**config.mk**
```make
export PLATFORM = sky130hd
export DESIGN_NAME = sdram_arbiter
export DESIGN_NICKNAME = d
export VERILOG_FILES = /design/src/rtl/sdram_arb_pkg.sv /design/src/rtl/sdram_arbiter_rr_pick.sv /design/src/rtl/sdram_arbiter.sv
export SDC_FILE = /design/constraint.sdc
export NUM_CORES = 1
export LEC_CHECK = 0
export BUFFER_PORTS_ARGS = -buffer_cell sky130_fd_sc_hd__buf_2
export CORE_AREA = 2 2 97 99
export DETAILED_ROUTE_END_ITERATION = 16
export DIE_AREA = 0 0 99 101
export PLACE_DENSITY = 0.9
export SETUP_SLACK_MARGIN = 0.05
export SKIP_LAST_GASP = 1
export SLEW_MARGIN = 10
export SYNTH_ARGS = -nofsm -noshare
export SYNTH_HDL_FRONTEND = slang
export SYNTH_SLANG_ARGS = --single-unit
export TNS_END_PERCENT = 20
```
**constraint.sdc**
```tcl
create_clock -name clk -period 3.65 [get_ports clk]
set_input_delay 0.365 -clock clk [delete_from_list [all_inputs] [get_ports clk]]
set_output_delay 0.365 -clock clk [all_outputs]
set_load 0.02 [all_outputs]
```
**src/rtl/sdram_arb_pkg.sv**
```systemverilog
// sdram_arb_pkg: shared types and helpers for the SDRAM command arbiter.
//   state_t      - arbiter FSM states
//   DEF_AW/DEF_DW - default SDRAM word-address and data widths
//   clog2()      - index width for a requester count (minimum 1 bit)
package sdram_arb_pkg;

   typedef enum logic [1:0] {
      IDLE    = 2'd0,
      ISSUE   = 2'd1,
      WAIT_RD = 2'd2,
      DONE    = 2'd3
   } state_t;

   localparam int unsigned DEF_AW = 24;
   localparam int unsigned DEF_DW = 16;

   // Bits needed to index n items; never returns less than 1.
   function automatic int unsigned clog2(input int unsigned n);
      int unsigned r;
      r = 1;
      for (int unsigned i = 1; i < 32; i++) begin
         if ((32'd1 << i) < n) r = i + 1;
      end
      return r;
   endfunction

endpackage

```
**src/rtl/sdram_arbiter_rr_pick.sv**
```systemverilog
// rr_pick: combinational rotate-priority encoder.
//   req     in  N   request vector
//   ptr     in  IW  highest-priority index (must be < N)
//   grant_c out IW  first set request found scanning ptr, ptr+1, ... mod N
//   valid_c out 1   at least one request set
module rr_pick
   import sdram_arb_pkg::*;
#(
   parameter int unsigned N  = 4,
   parameter int unsigned IW = clog2(N)
) (
   input  logic [N-1:0]  req,
   input  logic [IW-1:0] ptr,
   output logic [IW-1:0] grant_c,
   output logic          valid_c
);

   logic [IW-1:0] idx;

   // Scan from the far end back toward ptr so the nearest request wins last.
   always_comb begin
      grant_c = '0;
      valid_c = 1'b0;
      idx     = '0;
      for (int i = int'(N) - 1; i >= 0; i--) begin
         idx = IW'((int'(ptr) + i) % int'(N));
         if (req[idx]) begin
            grant_c = idx;
            valid_c = 1'b1;
         end
      end
   end

endmodule

```
**src/rtl/sdram_arbiter.sv**
```systemverilog
// sdram_arbiter: round-robin sharing of one SDRAM controller command port
// among NPORTS requesters. One controller transaction outstanding at a time.
// Optional macro SDRAM_ARB_TIMEOUT_EN: abort a read after RD_TIMEOUT cycles
// in WAIT_RD, completing with p_err and zero read data.
//   clk, reset       clock, synchronous active-high reset
//   p_req/p_addr/p_rh_wl/p_data_w   per-port command (port i at [i*W +: W])
//   p_ack/p_err      one-hot completion / timeout pulse
//   p_data_r         read data of the last completed read
//   sdram_req/addr/rh_wl/data_w     latched command to controller
//   sdram_ack, sdram_data_r, sdram_data_r_en   controller responses
module sdram_arbiter
   import sdram_arb_pkg::*;
#(
   parameter int unsigned NPORTS     = 4,
   parameter int unsigned AW         = DEF_AW,
   parameter int unsigned DW         = DEF_DW,
   parameter int unsigned RD_TIMEOUT = 64
) (
   input  logic                 clk,
   input  logic                 reset,
   input  logic [NPORTS-1:0]    p_req,
   input  logic [NPORTS*AW-1:0] p_addr,
   input  logic [NPORTS-1:0]    p_rh_wl,
   input  logic [NPORTS*DW-1:0] p_data_w,
   output logic [NPORTS-1:0]    p_ack,
   output logic [NPORTS-1:0]    p_err,
   output logic [DW-1:0]        p_data_r,
   output logic                 sdram_req,
   output logic [AW-1:0]        sdram_addr,
   output logic                 sdram_rh_wl,
   output logic [DW-1:0]        sdram_data_w,
   input  logic                 sdram_ack,
   input  logic [DW-1:0]        sdram_data_r,
   input  logic                 sdram_data_r_en
);

   localparam int unsigned IW = clog2(NPORTS);

   // Elaboration-time parameter sanity check.
   if (NPORTS < 2 || NPORTS > 8 || RD_TIMEOUT < 2) begin : g_bad_param
      $error("sdram_arbiter: NPORTS must be 2..8 and RD_TIMEOUT >= 2");
   end

   state_t              state, state_n;
   logic [IW-1:0]       ptr, ptr_n;
   logic [IW-1:0]       gnt, gnt_n;
   logic                req_n;
   logic [AW-1:0]       addr_n;
   logic                rh_wl_n;
   logic [DW-1:0]       data_w_n;
   logic [NPORTS-1:0]   ack_n;
   logic [DW-1:0]       data_r_n;

   logic [IW-1:0]       pick_c;
   logic                pick_valid_c;
   logic [AW-1:0]       sel_addr_c;
   logic                sel_rh_wl_c;
   logic [DW-1:0]       sel_data_w_c;

   rr_pick #(.N(NPORTS), .IW(IW)) u_pick (
      .req     (p_req),
      .ptr     (ptr),
      .grant_c (pick_c),
      .valid_c (pick_valid_c)
   );

   // Mux the winning port's command fields.
   always_comb begin
      sel_addr_c   = '0;
      sel_rh_wl_c  = 1'b1;
      sel_data_w_c = '0;
      for (int i = 0; i < int'(NPORTS); i++) begin
         if (pick_c == IW'(i)) begin
            sel_addr_c   = p_addr[i*AW +: AW];
            sel_rh_wl_c  = p_rh_wl[i];
            sel_data_w_c = p_data_w[i*DW +: DW];
         end
      end
   end

`ifdef SDRAM_ARB_TIMEOUT_EN
   localparam int unsigned CW = clog2(RD_TIMEOUT);
   logic [CW-1:0]       cnt, cnt_n;
   logic [NPORTS-1:0]   err_n;
`endif

   // Next-state and registered-output logic.
   always_comb begin
      state_n  = state;
      ptr_n    = ptr;
      gnt_n    = gnt;
      req_n    = sdram_req;
      addr_n   = sdram_addr;
      rh_wl_n  = sdram_rh_wl;
      data_w_n = sdram_data_w;
      ack_n    = '0;
      data_r_n = p_data_r;
`ifdef SDRAM_ARB_TIMEOUT_EN
      cnt_n    = cnt;
      err_n    = '0;
`endif
      case (state)
         IDLE: begin
            if (pick_valid_c) begin
               gnt_n    = pick_c;
               addr_n   = sel_addr_c;
               rh_wl_n  = sel_rh_wl_c;
               data_w_n = sel_data_w_c;
               req_n    = 1'b1;
               state_n  = ISSUE;
            end
         end
         ISSUE: begin
            if (sdram_ack) begin
               req_n = 1'b0;
               if (!sdram_rh_wl) begin
                  ack_n   = NPORTS'(1) << gnt;
                  state_n = DONE;
               end else if (sdram_data_r_en) begin
                  // Controller returned data in the same cycle as the accept.
                  data_r_n = sdram_data_r;
                  ack_n    = NPORTS'(1) << gnt;
                  state_n  = DONE;
               end else begin
                  state_n = WAIT_RD;
`ifdef SDRAM_ARB_TIMEOUT_EN
                  cnt_n   = '0;
`endif
               end
            end
         end
         WAIT_RD: begin
            if (sdram_data_r_en) begin
               data_r_n = sdram_data_r;
               ack_n    = NPORTS'(1) << gnt;
               state_n  = DONE;
            end
`ifdef SDRAM_ARB_TIMEOUT_EN
            // Data arriving on the timeout cycle takes precedence above.
            else if (cnt == CW'(RD_TIMEOUT - 1)) begin
               data_r_n = '0;
               ack_n    = NPORTS'(1) << gnt;
               err_n    = NPORTS'(1) << gnt;
               state_n  = DONE;
            end else begin
               cnt_n = cnt + CW'(1);
            end
`endif
         end
         DONE: begin
            ptr_n   = (gnt == IW'(NPORTS - 1)) ? '0 : gnt + IW'(1);
            state_n = IDLE;
         end
         default: state_n = IDLE;
      endcase
   end

   // State and output registers.
   always_ff @(posedge clk) begin
      if (reset) begin
         state        <= IDLE;
         ptr          <= '0;
         gnt          <= '0;
         sdram_req    <= 1'b0;
         sdram_addr   <= '0;
         sdram_rh_wl  <= 1'b1;
         sdram_data_w <= '0;
         p_ack        <= '0;
         p_data_r     <= '0;
      end else begin
         state        <= state_n;
         ptr          <= ptr_n;
         gnt          <= gnt_n;
         sdram_req    <= req_n;
         sdram_addr   <= addr_n;
         sdram_rh_wl  <= rh_wl_n;
         sdram_data_w <= data_w_n;
         p_ack        <= ack_n;
         p_data_r     <= data_r_n;
      end
   end

`ifdef SDRAM_ARB_TIMEOUT_EN
   // Read-timeout counter and error pulse.
   always_ff @(posedge clk) begin
      if (reset) begin
         cnt   <= '0;
         p_err <= '0;
      end else begin
         cnt   <= cnt_n;
         p_err <= err_n;
      end
   end
`else
   assign p_err = '0;
`endif

endmodule
```
## Yosys cells after proc, flatten, opt, wreduce, memory -nomap -nowiden

Index checks and enable logic that the tools add are counted.
W data, S select, Z words.

| operators by class | value |
|---|---|
| $add $sub $neg | 4 |
| magnitude comparators | 4 |
| equal/unequal tests | 11 |
| shift operators | 1 |
| multiplexer cells | 46 |
| reduce and logical (&&, ||, !) cells | 8 |

Operators by type and width:

| cell | number |
|---|---|
| $mux W16 | 7 |
| $mux W24 | 4 |
| $pmux W16 S2 | 1 |
| $mux W1 | 16 |
| $mux W2 | 8 |
| $lt A2 B3 Y1 const B | 4 |
| $mux W4 | 3 |
| $eq A2 B2 Y1 const B | 5 |
| $reduce_and A3 Y1 | 3 |
| $bmux W1 S2 | 4 |
| $ne A2 B2 Y1 const B | 4 |
| $pmux W2 S4 | 1 |
| $pmux W4 S2 | 1 |
| $add A2 B1 Y2 const B | 2 |
| $add A2 B2 Y2 const B | 2 |
| $eq A2 B1 Y1 const B | 2 |
| $logic_not A2 Y1 | 2 |
| $reduce_bool A2 Y1 | 2 |
| $shl A1 B2 Y4 const A | 1 |
| $pmux W1 S2 | 1 |
| $reduce_and A2 Y1 | 1 |

| storage, ports and cells | value |
|---|---|
| bits in registers | 68 |
| input bits | 188 |
| logic and storage cells | 83 |

## Logic depth before layout (Yosys ltp)

Gate-level depths: netlist (run 1).

| depth | value |
|---|---|
| depth in word-level cells | 12 |
| mapped depth | 8 |
| depth with buffers taken out | 7 |

## Cells and area by module

A second synthesis (run 1) with hierarchy kept.

| second synthesis, totals | value |
|---|---|
| cells, all modules | 297 |
| area total of the unflattened synthesis | 3644.7 sq um |

Modules (own cells, without submodules):

| module | instances | cells each | area an instance (sq um) | seq. area each (sq um) |
|---|---|---|---|---|
| sdram_arbiter | 1 | 284 | 3567.2 | 1361.3 |
| rr_pick | 1 | 13 | 77.6 | 0.0 |

## Least setup slack after synthesis (run 1)

OpenSTA, ideal clock, no wires.

| timing path | value |
|---|---|
| kind | register -> register |
| start | register state[1] |
| end | register p_data_r[0] |
| data arrival time | 1.576 ns |
| data required time | 3.522 ns |
| path slack | 1.946 ns |
| cell stages (with the launch flop) | 9 |
| buffers on the path | 1 |
| period minus slack after synthesis | 1.704 ns |
| cell sequence | dfxtp_1 > inv_1 > ha_1 > nand3_1 > o21ai_0 > nand2_1 > buf_2 > mux2i_1 > nor2_1 |

| on the way | value |
|---|---|
| cells in the longest elaborated chain, start to end | 3 |

Ends and longest elaborated chain:

| item | RTL line | RTL |
|---|---|---|
| from (decl) | sdram_arbiter.sv:44 | `state_t state, state_n;` |
| from (signal assigned) | sdram_arbiter.sv:171 | `state <= state_n;` |
| $eq A2 B1 Y1 / $eq A2 B2 Y1 (equally long branches) | sdram_arbiter.sv:102 | `case (state)` |
| $ne A2 B2 Y1 (no source line) / $reduce_bool A2 Y1 (equally long branches) | - |  |
| $reduce_and A3 Y1 (no source line) | - |  |
| to (signal assigned) | sdram_arbiter.sv:179 | `p_data_r <= data_r_n;` |
| to (decl) | sdram_arbiter.sv:27 | `output logic [DW-1:0] p_data_r,` |

Several ways; a longest one is shown, not always the timed one.
A chain may end at the register's enable or synchronous reset.

## Worst setup path in the final report (run 1)

| timing path | value |
|---|---|
| start | register state[0] |
| end | register sdram_addr[3] |

| on the way | value |
|---|---|
| cells in the longest elaborated chain, start to end | 2 |

Ends and longest elaborated chain:

| item | RTL line | RTL |
|---|---|---|
| $logic_not A2 Y1 | sdram_arbiter.sv:102 |  |
| $reduce_and A2 Y1 (no source line) | - |  |
| to (signal assigned) | sdram_arbiter.sv:175 | `sdram_addr <= addr_n;` |
| to (decl) | sdram_arbiter.sv:29 | `output logic [AW-1:0] sdram_addr,` |

Every way passes these cells.

==> results of run 1 <==
worst register-to-register path, stage by stage (launching register included):
cell,delay [ns]
dfxtp_1,0.34
inv_1,0.11
ha_1,0.26
nor2b_4,0.76
and2_4,0.61
a221oi_1,0.16
where the power goes:
part / total (uW) / leakage [uW] / internal, uW / switching [uW]
clock network: 816 / 0.000129 / 522 / 295
logic: 1650 / 0.00205 / 606 / 1050
registers: 1130 / 0.000560 / 980 / 148
total: 3600 / 0.00274 / 2110 / 1490
final cells by class:
| class | count | area share |
|---|---|---|
| multi-input combinational | 266 | 0.419 |
| sequential | 68 | 0.256 |
| timing repair buffer | 254 | 0.241 |
| tap | 111 | 0.0261 |
| clock inverter | 6 | 0.0259 |
| clock buffer | 9 | 0.0233 |
| inverter | 11 | 0.00776 |
| antenna | 1 | 0.000471 |
stage by stage:
| stage | worst slack [ns] | area [sq um] | utilization | hold slack, ns | total power [uW] |
|---|---|---|---|---|---|
| after CTS | 1.23 | 5320 | 0.592 | 0.243 | 3610 |
| final | 1.23 | 5320 | 0.592 | 0.262 | 3600 |
| after detailed placement | 1.23 | 5050 | 0.563 | 0.478 | 2790 |
| after global routing | 1.04 | 5320 | 0.592 | 0.246 | 3800 |
| after global placement | 1.34 | 5050 | 0.563 | 0.471 | 2710 |
| after floorplan | 1.95 | 3830 | - | 0.469 | 2310 |
kinds of logic after synthesis:
kind of cell / count (synthesis) / synth area share
AO/OA/AOI/OAI: 120 / 0.269
adder cells (fa/ha/maj): 8 / 0.0262
buffers and inverters: 50 / 0.0705
flip-flops: 68 / 0.357
multiplexers: 73 / 0.192
other: 1 / 0.000983
AND/OR/NAND/NOR: 61 / 0.0852
worst paths after layout:
check,slack (ns),endpoint,cells after the start,startpoint
worst max-delay path,1.23,sdram_addr[3],5,state[0]
worst min-delay path,0.26,p_data_r[3],3,sdram_data_r[3]
worst max register to register,1.23,sdram_addr[3],5,state[0]
worst min register to register,0.49,p_data_r[12],2,p_data_r[12]
cells in the final DEF, fill, tap and decap left out, types with 2 or more instances in the layout:
cell,count
nand2b_1,4
o22ai_1,28
nor2_1,27
ha_1,8
buf_2,249
dfxtp_1,68
nand3b_1,12
o221ai_1,12
and2_1,4
clkbuf_8,9
conb_1,4
o21bai_1,28
mux2i_1,72
clkinv_4,2
nand2_1,7
a221oi_1,8
buf_4,5
bufinv_16,4
o21ai_1,3
a221oi_2,20
a21oi_1,9
o21ai_0,4
inv_1,10
registers in the layout (all words and copies together) (netlist names):
name and cells:
gnt 2, sdram_rh_wl 1, sdram_addr 24, sdram_req 1
p_data_r 16, sdram_data_w 16, state 2, ptr 2
p_ack 4
per-layer routing:
layer / track usage / vias to the layer above / wire (um)
li1: - / 1898 / -
met1: 0.265 / 1936 / 4840
met2: 0.440 / 194 / 6640
met3: 0.0596 / 42 / 765
met4: 0.110 / 0 / 429
met5: 0 / - / 0
==> metrics, run 1 <==
worst vdd ir=0.319 mV; endpoints failing setup=0; max-cap viol count=0; ratio of cells with drive above 1 in the final layout=0.485; Synth cell types=37; post-route insts no fill=726; post-route DRC violation count=0; Initial Utilization=0.425; DP Cell Count=710; top cells by area, synth=dfxtp_1 (36%), mux2i_1 (19%), a221oi_2 (7.9%), o21bai_1 (5.5%), o22ai_1 (4.6%); Final GP Congestion=0.786; die area=0.0100 sq mm; Crit path arrival time=2.58 ns; post-synth top area share=0.357; global route overflow=0; Synth Register Bits=68; RSZ-0062 raised after global routing=no; largest net degree at the start of global routing=36; die span in y=101 um; worst clock skew=0.0200 ns; most common cell in the netlist=mux2i_1; EDFF count, synth=0; IO Pins=254; post-CTS resize count=0; most common library cells after synthesis=mux2i_1 (72), dfxtp_1 (68), o21bai_1 (28), o22ai_1 (28), nor2_1 (27); Worst-Margin Slew=0.937 ns; clock root cell=clkbuf_8; cell row count=35; Setup TNS=0 ns; CTS tree=built; Die Width=99 um; Max-slew headroom=0.374; Post-synth ARST share=0; drt initial violations=111; Mapped Area=0.00382 sq mm; CTS hold repair buffers=0; fin crit share=0.663; Worst-Skew Late Latency=0.34 ns; antenna violations before repair=1; All-Layer GR Usage=0.242; mean routed wirelength per cell=17.5 um; total count of max-transition violations in the final report=0; yosys warns=0; DRT antenna net count=0; CTS H-tree lvls=3; crit start category=register; Worst-path clk slew=0.08 ns; WS Path Type=reg2reg; first-pass GRT wire length=19400 um; nets@finish=806; dpl hpwl=9810 um; Cell Chain, Critical Path=inv_1 -> ha_1 -> nor2b_4 -> and2_4 -> a221oi_1; Worst EP required=3.81 ns; total wire length=12700 um; Leakage=0.00274 uW; Synth area leader=dfxtp_1; Layout area overhead=39.3%; flip-flop and latch area=0.00136 sq mm; Sink Count=68; PwrDens=677 mW/mm^2; Mean Syn Cell Area=10.0 sq um; CP Max Fanout=33; fillers=801; Final min period=2.42 ns; highest clock rate=413 MHz; Via density=5.61; Post-CTS Repair Setup Buffers=0; status=finished clean; CP bufs+invs=1; sequential-to-total area share from yosys stat=0.357; Worst setup EP type=register; routed vias=4070; Hold Crit Class=in2reg; Hold Fails Final Rpt=0; Post-synth top flop=dfxtp_1; CP max stage delay=0.76 ns; CP max-delay cell=nor2b_4; area occupied by multi-input gates=0.00223 sq mm; DRT Pass-1 Iters=5; vias in the first global route=4165; total CTS buffers=9; Synth Instances=381; Core ar.=0.00898 sq mm; Clock Path Buffers=2; Port Buffers=249; CP top delay family=simple AND/OR/NAND/NOR gates
(Power assumes the default switching activity.)
==> inputs of run 2 (changes only) <==
--- a/config.mk
+++ b/config.mk
@@ -6,10 +6,11 @@
 export NUM_CORES = 1
 export LEC_CHECK = 0
 export BUFFER_PORTS_ARGS = -buffer_cell sky130_fd_sc_hd__buf_2
-export CORE_AREA = 2 2 97 99
+export CORE_ASPECT_RATIO = 1.2
+export CORE_MARGIN = 1
+export CORE_UTILIZATION = 38
 export DETAILED_ROUTE_END_ITERATION = 16
-export DIE_AREA = 0 0 99 101
-export PLACE_DENSITY = 0.9
+export PLACE_DENSITY = 0.85
 export SETUP_SLACK_MARGIN = 0.05
 export SKIP_LAST_GASP = 1
 export SLEW_MARGIN = 10
==> constraint.sdc (replaced) <==
create_clock -name clk -period 2.1 [get_ports clk]
set_input_delay 0.21 -clock clk [delete_from_list [all_inputs] [get_ports clk]]
set_output_delay 0.21 -clock clk [all_outputs]
set_load 0.02 [all_outputs]
==> run 2 against run 1 <==
Against the previous run:
- count of clock-buffer cells in the layout unchanged
- global-route usage decreased by 2.4 points
- power increased by 83%
- highest routed layer unchanged
- core utilization shrank 2.3 points
- worst hold slack got worse by 0.15 ns
- clock skew is 0.016 ns lower
- maximum frequency grew 28%
- critical path type unchanged
- sequential cell count stayed put
- sequential power is 73% higher
- combinational power rose by 78%
==> metrics, run 2 (synthesis gave the netlist of run 1 again) <==
Sink Count=68; highest clock rate=531 MHz; Layout area overhead=44.2%; IO Pins=254; WS Path Type=reg2reg; Port Buffers=249; Final Instance Area=0.00550 sq mm; Post-CTS Repair Setup Buffers=0; global route overflow=0; Worst-Skew Late Latency=0.33 ns; CP max stage delay=0.48 ns; first-pass GRT wire length=17800 um; antenna violations before repair=0; Worst EP required=2.29 ns; most common cell after layout, fill and taps aside=buf_2; area post-placement=0.00516 sq mm; worst vdd ir=0.657 mV; CTS H-tree lvls=3; Biggest register=sdram_addr; total wire length=11600 um; mean routed wirelength per cell=15.5 um; cell row count=39; Die Width=93.5 um; post-route DRC violation count=0; RSZ-0062 raised after global routing=no; Worst-path clk slew=0.06 ns; die span in y=112 um; Worst setup EP type=register; status=finished clean; fillers=861; Setup TNS=0 ns; commonest non-fill, non-tap cells in the layout=buf_2 (249), mux2i_1 (72), dfxtp_1 (68), o22ai_1 (28), o21bai_1 (28); Power, Total=6600 uW; routed vias=3928; Crit path arrival time=2.08 ns; crit start category=register; drt initial violations=126; PwrDens=1200 mW/mm^2; dpl hpwl=9230 um; Initial Utilization=0.395; Core ar.=0.00966 sq mm; Top Registers=sdram_addr x24, p_data_r x16, sdram_data_w x16; fin crit share=0.898; CP max-delay cell=dfxtp_1; nets@finish=813; Antenna Diode Count=0; ratio of cells with drive above 1 in the final layout=0.494; max reg flops=24; Hold Crit Class=in2reg; vias in the first global route=3919; DRT antenna net count=0; total CTS buffers=9; Cell Chain, Critical Path=inv_1 -> a21oi_1 -> o2bb2a_4 -> buf_12 -> mux2i_1 -> a221oi_2; Clock Path Buffers=2; Via density=5.27; Leakage=0.00282 uW; endpoints failing setup=0; Final min period=1.88 ns; worst clock skew=0.00398 ns; All-Layer GR Usage=0.218; DRT Pass-1 Iters=4; die area=0.0104 sq mm; largest net degree at the start of global routing=40; CTS tree=built; Final GP Congestion=0.788; max-cap viol count=0; CP Max Fanout=18; clock root cell=clkbuf_16; total count of max-transition violations in the final report=0; Hold Fails Final Rpt=0
## run 2: final timing paths
| kind | from | to | slack, ns | depth (start not counted) |
|---|---|---|---|---|
| max | ptr[0] | sdram_addr[11] | 0.22 | 6 |
| min | sdram_data_r[10] | p_data_r[10] | 0.11 | 3 |
| max reg2reg | ptr[0] | sdram_addr[11] | 0.22 | 6 |
| min reg2reg | p_data_r[13] | p_data_r[13] | 0.49 | 2 |
## run 2: critical path, delay by kind of cell (launching register included)
family	cells	cell delay, ns
AO/OA/AOI/OAI	3	0.64
flip-flops	1	0.48
buffers and inverters	2	0.34
multiplexers	1	0.28
## run 2: routing by layer
| layer | track usage | vias up | share of wire |
|---|---|---|---|
| li1 | - | 1909 | - |
| met1 | 0.218 | 1775 | 0.37 |
| met2 | 0.400 | 218 | 0.51 |
| met3 | 0.0704 | 26 | 0.094 |
| met4 | 0.102 | 0 | 0.027 |
| met5 | 0 | - | 0 |
## run 2: what timing repair did
| item | in CTS | in global routing |
|---|---|---|
| hold buffers | 0 | 0 |
| endpoints found under the hold margin | 0 | 0 |
| endpoints found under the setup margin | 0 | 11 |
| resized for setup | 0 | 1 |
## run 2: cell type report
type / count / area (sq um) / share of cell area
Clock buffer: 9 / 225 / 0.0409
Clock inverter: 7 / 115 / 0.0209
Inverter: 11 / 41.3 / 0.00751
Multi-Input combinational cell: 266 / 2230 / 0.406
Sequential cell: 68 / 1360 / 0.247
Tap cell: 123 / 154 / 0.0280
Timing Repair Buffer: 261 / 1370 / 0.250
## run 2: power breakdown
| part | switching [uW] | internal, uW |
|---|---|---|
| clock network | 564 | 1150 |
| logic | 1820 | 1110 |
| registers | 243 | 1710 |
| total | 2630 | 3970 |
## run 2: per-stage QoR
stage	worst slack, ns	util	cells	hold WS [ns]
floorplan	0.396	-	384	0.354
global placement	0.340	0.534	729	0.442
detailed placement	0.196	0.534	729	0.451
CTS	0.187	0.569	745	0.103
global route	0.0809	0.569	745	0.114
finish	0.215	0.569	745	0.115
==> inputs of run 3 (changes only) <==
--- a/config.mk
+++ b/config.mk
@@ -5,12 +5,14 @@
 export SDC_FILE = /design/constraint.sdc
 export NUM_CORES = 1
 export LEC_CHECK = 0
+export ABC_AREA = 1
+export ABC_CLOCK_PERIOD_IN_PS = 2100
 export BUFFER_PORTS_ARGS = -buffer_cell sky130_fd_sc_hd__buf_2
 export CORE_ASPECT_RATIO = 1.2
 export CORE_MARGIN = 1
-export CORE_UTILIZATION = 38
+export CORE_UTILIZATION = 41
 export DETAILED_ROUTE_END_ITERATION = 16
-export PLACE_DENSITY = 0.85
+export PLACE_DENSITY = 0.86
 export SETUP_SLACK_MARGIN = 0.05
 export SKIP_LAST_GASP = 1
 export SLEW_MARGIN = 10
==> run 3 against run 2 <==
Against the previous run:
- die area up 8.8%
- power rose by 46%
- synthesized area up 18%
- first-iteration DRC count increased by 130%
- non-clock buffer count rose by 17
- via count increased by 40%
- sequential power grew 7%
==> metrics, run 3 <==
max reg flops=24; Mapped Area=0.00449 sq mm; first-pass GRT wire length=22500 um; nets@finish=1122; final worst slack=0.138 ns; crit start category=register; highest clock rate=510 MHz; Synth Instances=693; cell row count=41; dpl hpwl=10500 um; fillers=1000; Power, Total=9610 uW; endpoints failing setup=0; yosys warns=0; post-route DRC violation count=0; status=finished clean; Worst-path clk slew=0.06 ns; DRT antenna net count=0; Port Buffers=249; Clock power frac=0.158; drt initial violations=287; CTS tree=built; Internal=5060 uW; Crit path arrival time=2.16 ns; flip-flop and latch area=0.00137 sq mm; Hold Fails Final Rpt=0; CTS hold repair buffers=0; largest net degree at the start of global routing=112; DP Cell Count=1035; Sink Count=68; most common cell in the netlist=nand2_1; antenna violations before repair=1; Synth area leader=dfxtp_1; RSZ-0062 raised after global routing=yes; CTS H-tree lvls=3; sw power=4550 uW; most common library cells after synthesis=nand2_1 (159), nand3_1 (91), dfxtp_1 (68); Post-synth top flop=dfxtp_1; Reg power frac=0.217; post-route insts no fill=1061; die span in y=117 um; Clock Path Buffers=2; Initial Utilization=0.425; Top Registers=sdram_addr x24, p_data_r x16, sdram_data_w x16; max-cap viol count=0; Core ar.=0.0106 sq mm; DRT Pass-1 Iters=5; CP Max Fanout=8; clock root cell=clkbuf_16; top cells by area, synth=dfxtp_1 (30%), nand2_1 (13%), nand3_1 (10%), nand3b_1 (5.0%), o21bai_1 (5.0%); fin crit share=0.934; Biggest register=sdram_addr; Synth cell types=30; Leakage=0.00342 uW; Setup TNS=0 ns; sequential-to-total area share from yosys stat=0.303; Worst setup EP type=register; All-Layer GR Usage=0.248; area occupied by multi-input gates=0.00266 sq mm; Max-slew headroom=0.644; Via density=5.18; Worst-Skew Late Latency=0.33 ns; post-synth top area share=0.303; Hold Crit Class=in2reg; routed vias=5496; WS Path Type=reg2reg; ratio of cells with drive above 1 in the final layout=0.353; commonest non-fill, non-tap cells in the layout=buf_2 (249), nand2_1 (149), nand3_1 (87), dfxtp_1 (66), inv_1 (57); DP Worst Slack=-0.125 ns; total wire length=15600 um; Mean Syn Cell Area=6.48 sq um; total CTS buffers=9; Worst EP required=2.30 ns; die area=0.0114 sq mm; most common cell after layout, fill and taps aside=buf_2; EDFF count, synth=0; global route overflow=0; Comb pwr share=0.625; worst vdd ir=0.811 mV; worst clock skew=0.00628 ns; mean routed wirelength per cell=14.7 um; IO Pins=254; total count of max-transition violations in the final report=0; Die Width=97.5 um; vias in the first global route=4757; Final min period=1.96 ns; Worst-Margin Slew=0.532 ns; Final GP Congestion=0.845; Layout area overhead=42.1%; Sw Share=0.473; Synth Register Bits=68; PwrDens=1510 mW/mm^2; Post-synth ARST share=0
-- run 3: cell types whose count changed after synthesis, sizes merged, moves of 30 or more --
| cell | delta |
|---|---|
| a21oi | +30 |
| mux2i | -72 |
| nand4 | +31 |
| nand2 | +156 |
| inv | +51 |
| nand3 | +90 |
-- run 3: logic make-up (layout without fill, tap and decap cells) --
group | count (synthesis) | in the layout | share of synthesized area
flops | 68 | 68 | 0.303
other cells | 1 | 5 | 0.000836
fa+ha+maj | 8 | 8 | 0.0223
buf+inv | 121 | 356 | 0.130
simple gates | 389 | 389 | 0.406
compound gates | 106 | 106 | 0.138
-- run 3: area by class of cell --
type | instances | area share
multi-input combinational | 507 | 0.418
timing repair buffer | 278 | 0.257
sequential | 68 | 0.215
clock buffer | 10 | 0.0375
inverter | 62 | 0.0373
tap | 129 | 0.0253
clock inverter | 6 | 0.0100
antenna | 1 | 0.000392
-- run 3: layer usage --
layer  GRT usage  wire length [um]
met1       0.295              6260
met2       0.441              7860
met3      0.0598              1220
met4      0.0775               228
met5           0                 0
-- run 3: power groups by stage --
| stage | registers (uW) | clock network, uW | logic (uW) |
|---|---|---|---|
| 6_report | 2090 | 1520 | 6000 |
| 5_1_grt | 2130 | 1620 | 6620 |
| 4_1_cts | 2070 | 1550 | 5350 |
| 3_5_place_dp | 2090 | 0 | 5330 |
| 3_3_place_gp | 2070 | 0 | 5260 |
| 2_1_floorplan | 2660 | 0 | 3360 |
-- run 3: worst max-delay path, stage by stage (launching register included) --
cell,delay [ns]
dfxtp_4,0.37
buf_6,0.14
nand2_4,0.07
nand3_2,0.09
nand2_2,0.08
inv_2,0.04
nor2_1,0.09
nor2_1,0.06
nand2_2,0.10
nand2_4,0.11
buf_12,0.15
clkbuf_16,0.16
o21bai_1,0.13
nand3_1,0.09
nand2_1,0.09
a21oi_1,0.06
-- run 3: final timing paths --
path,startpoint,to,slack (ns),depth (start not counted)
worst max-delay path,ptr[0],sdram_data_w[14],0.14,15
worst min-delay path,sdram_data_r[11],p_data_r[11],0.13,3
worst max register to register,ptr[0],sdram_data_w[14],0.14,15
worst min register to register,sdram_addr[7],sdram_addr[7],0.46,2
-- run 3: per-stage QoR --
stage | utilization | hold WS [ns] | cell area, sq um
2_1_floorplan | - | 0.377 | 4500
3_3_place_gp | 0.546 | 0.446 | 5770
3_5_place_dp | 0.546 | 0.450 | 5770
4_1_cts | 0.575 | 0.123 | 6080
5_1_grt | 0.603 | 0.167 | 6370
6_report | 0.603 | 0.129 | 6380
-- run 3: repair_timing --
item | in CTS | in global routing
buffers inserted | 0 | 3
endpoints found under the setup margin | 31 | 46
gates cloned | 0 | 6
pin swaps | 0 | 17
gates resized for setup | 3 | 39
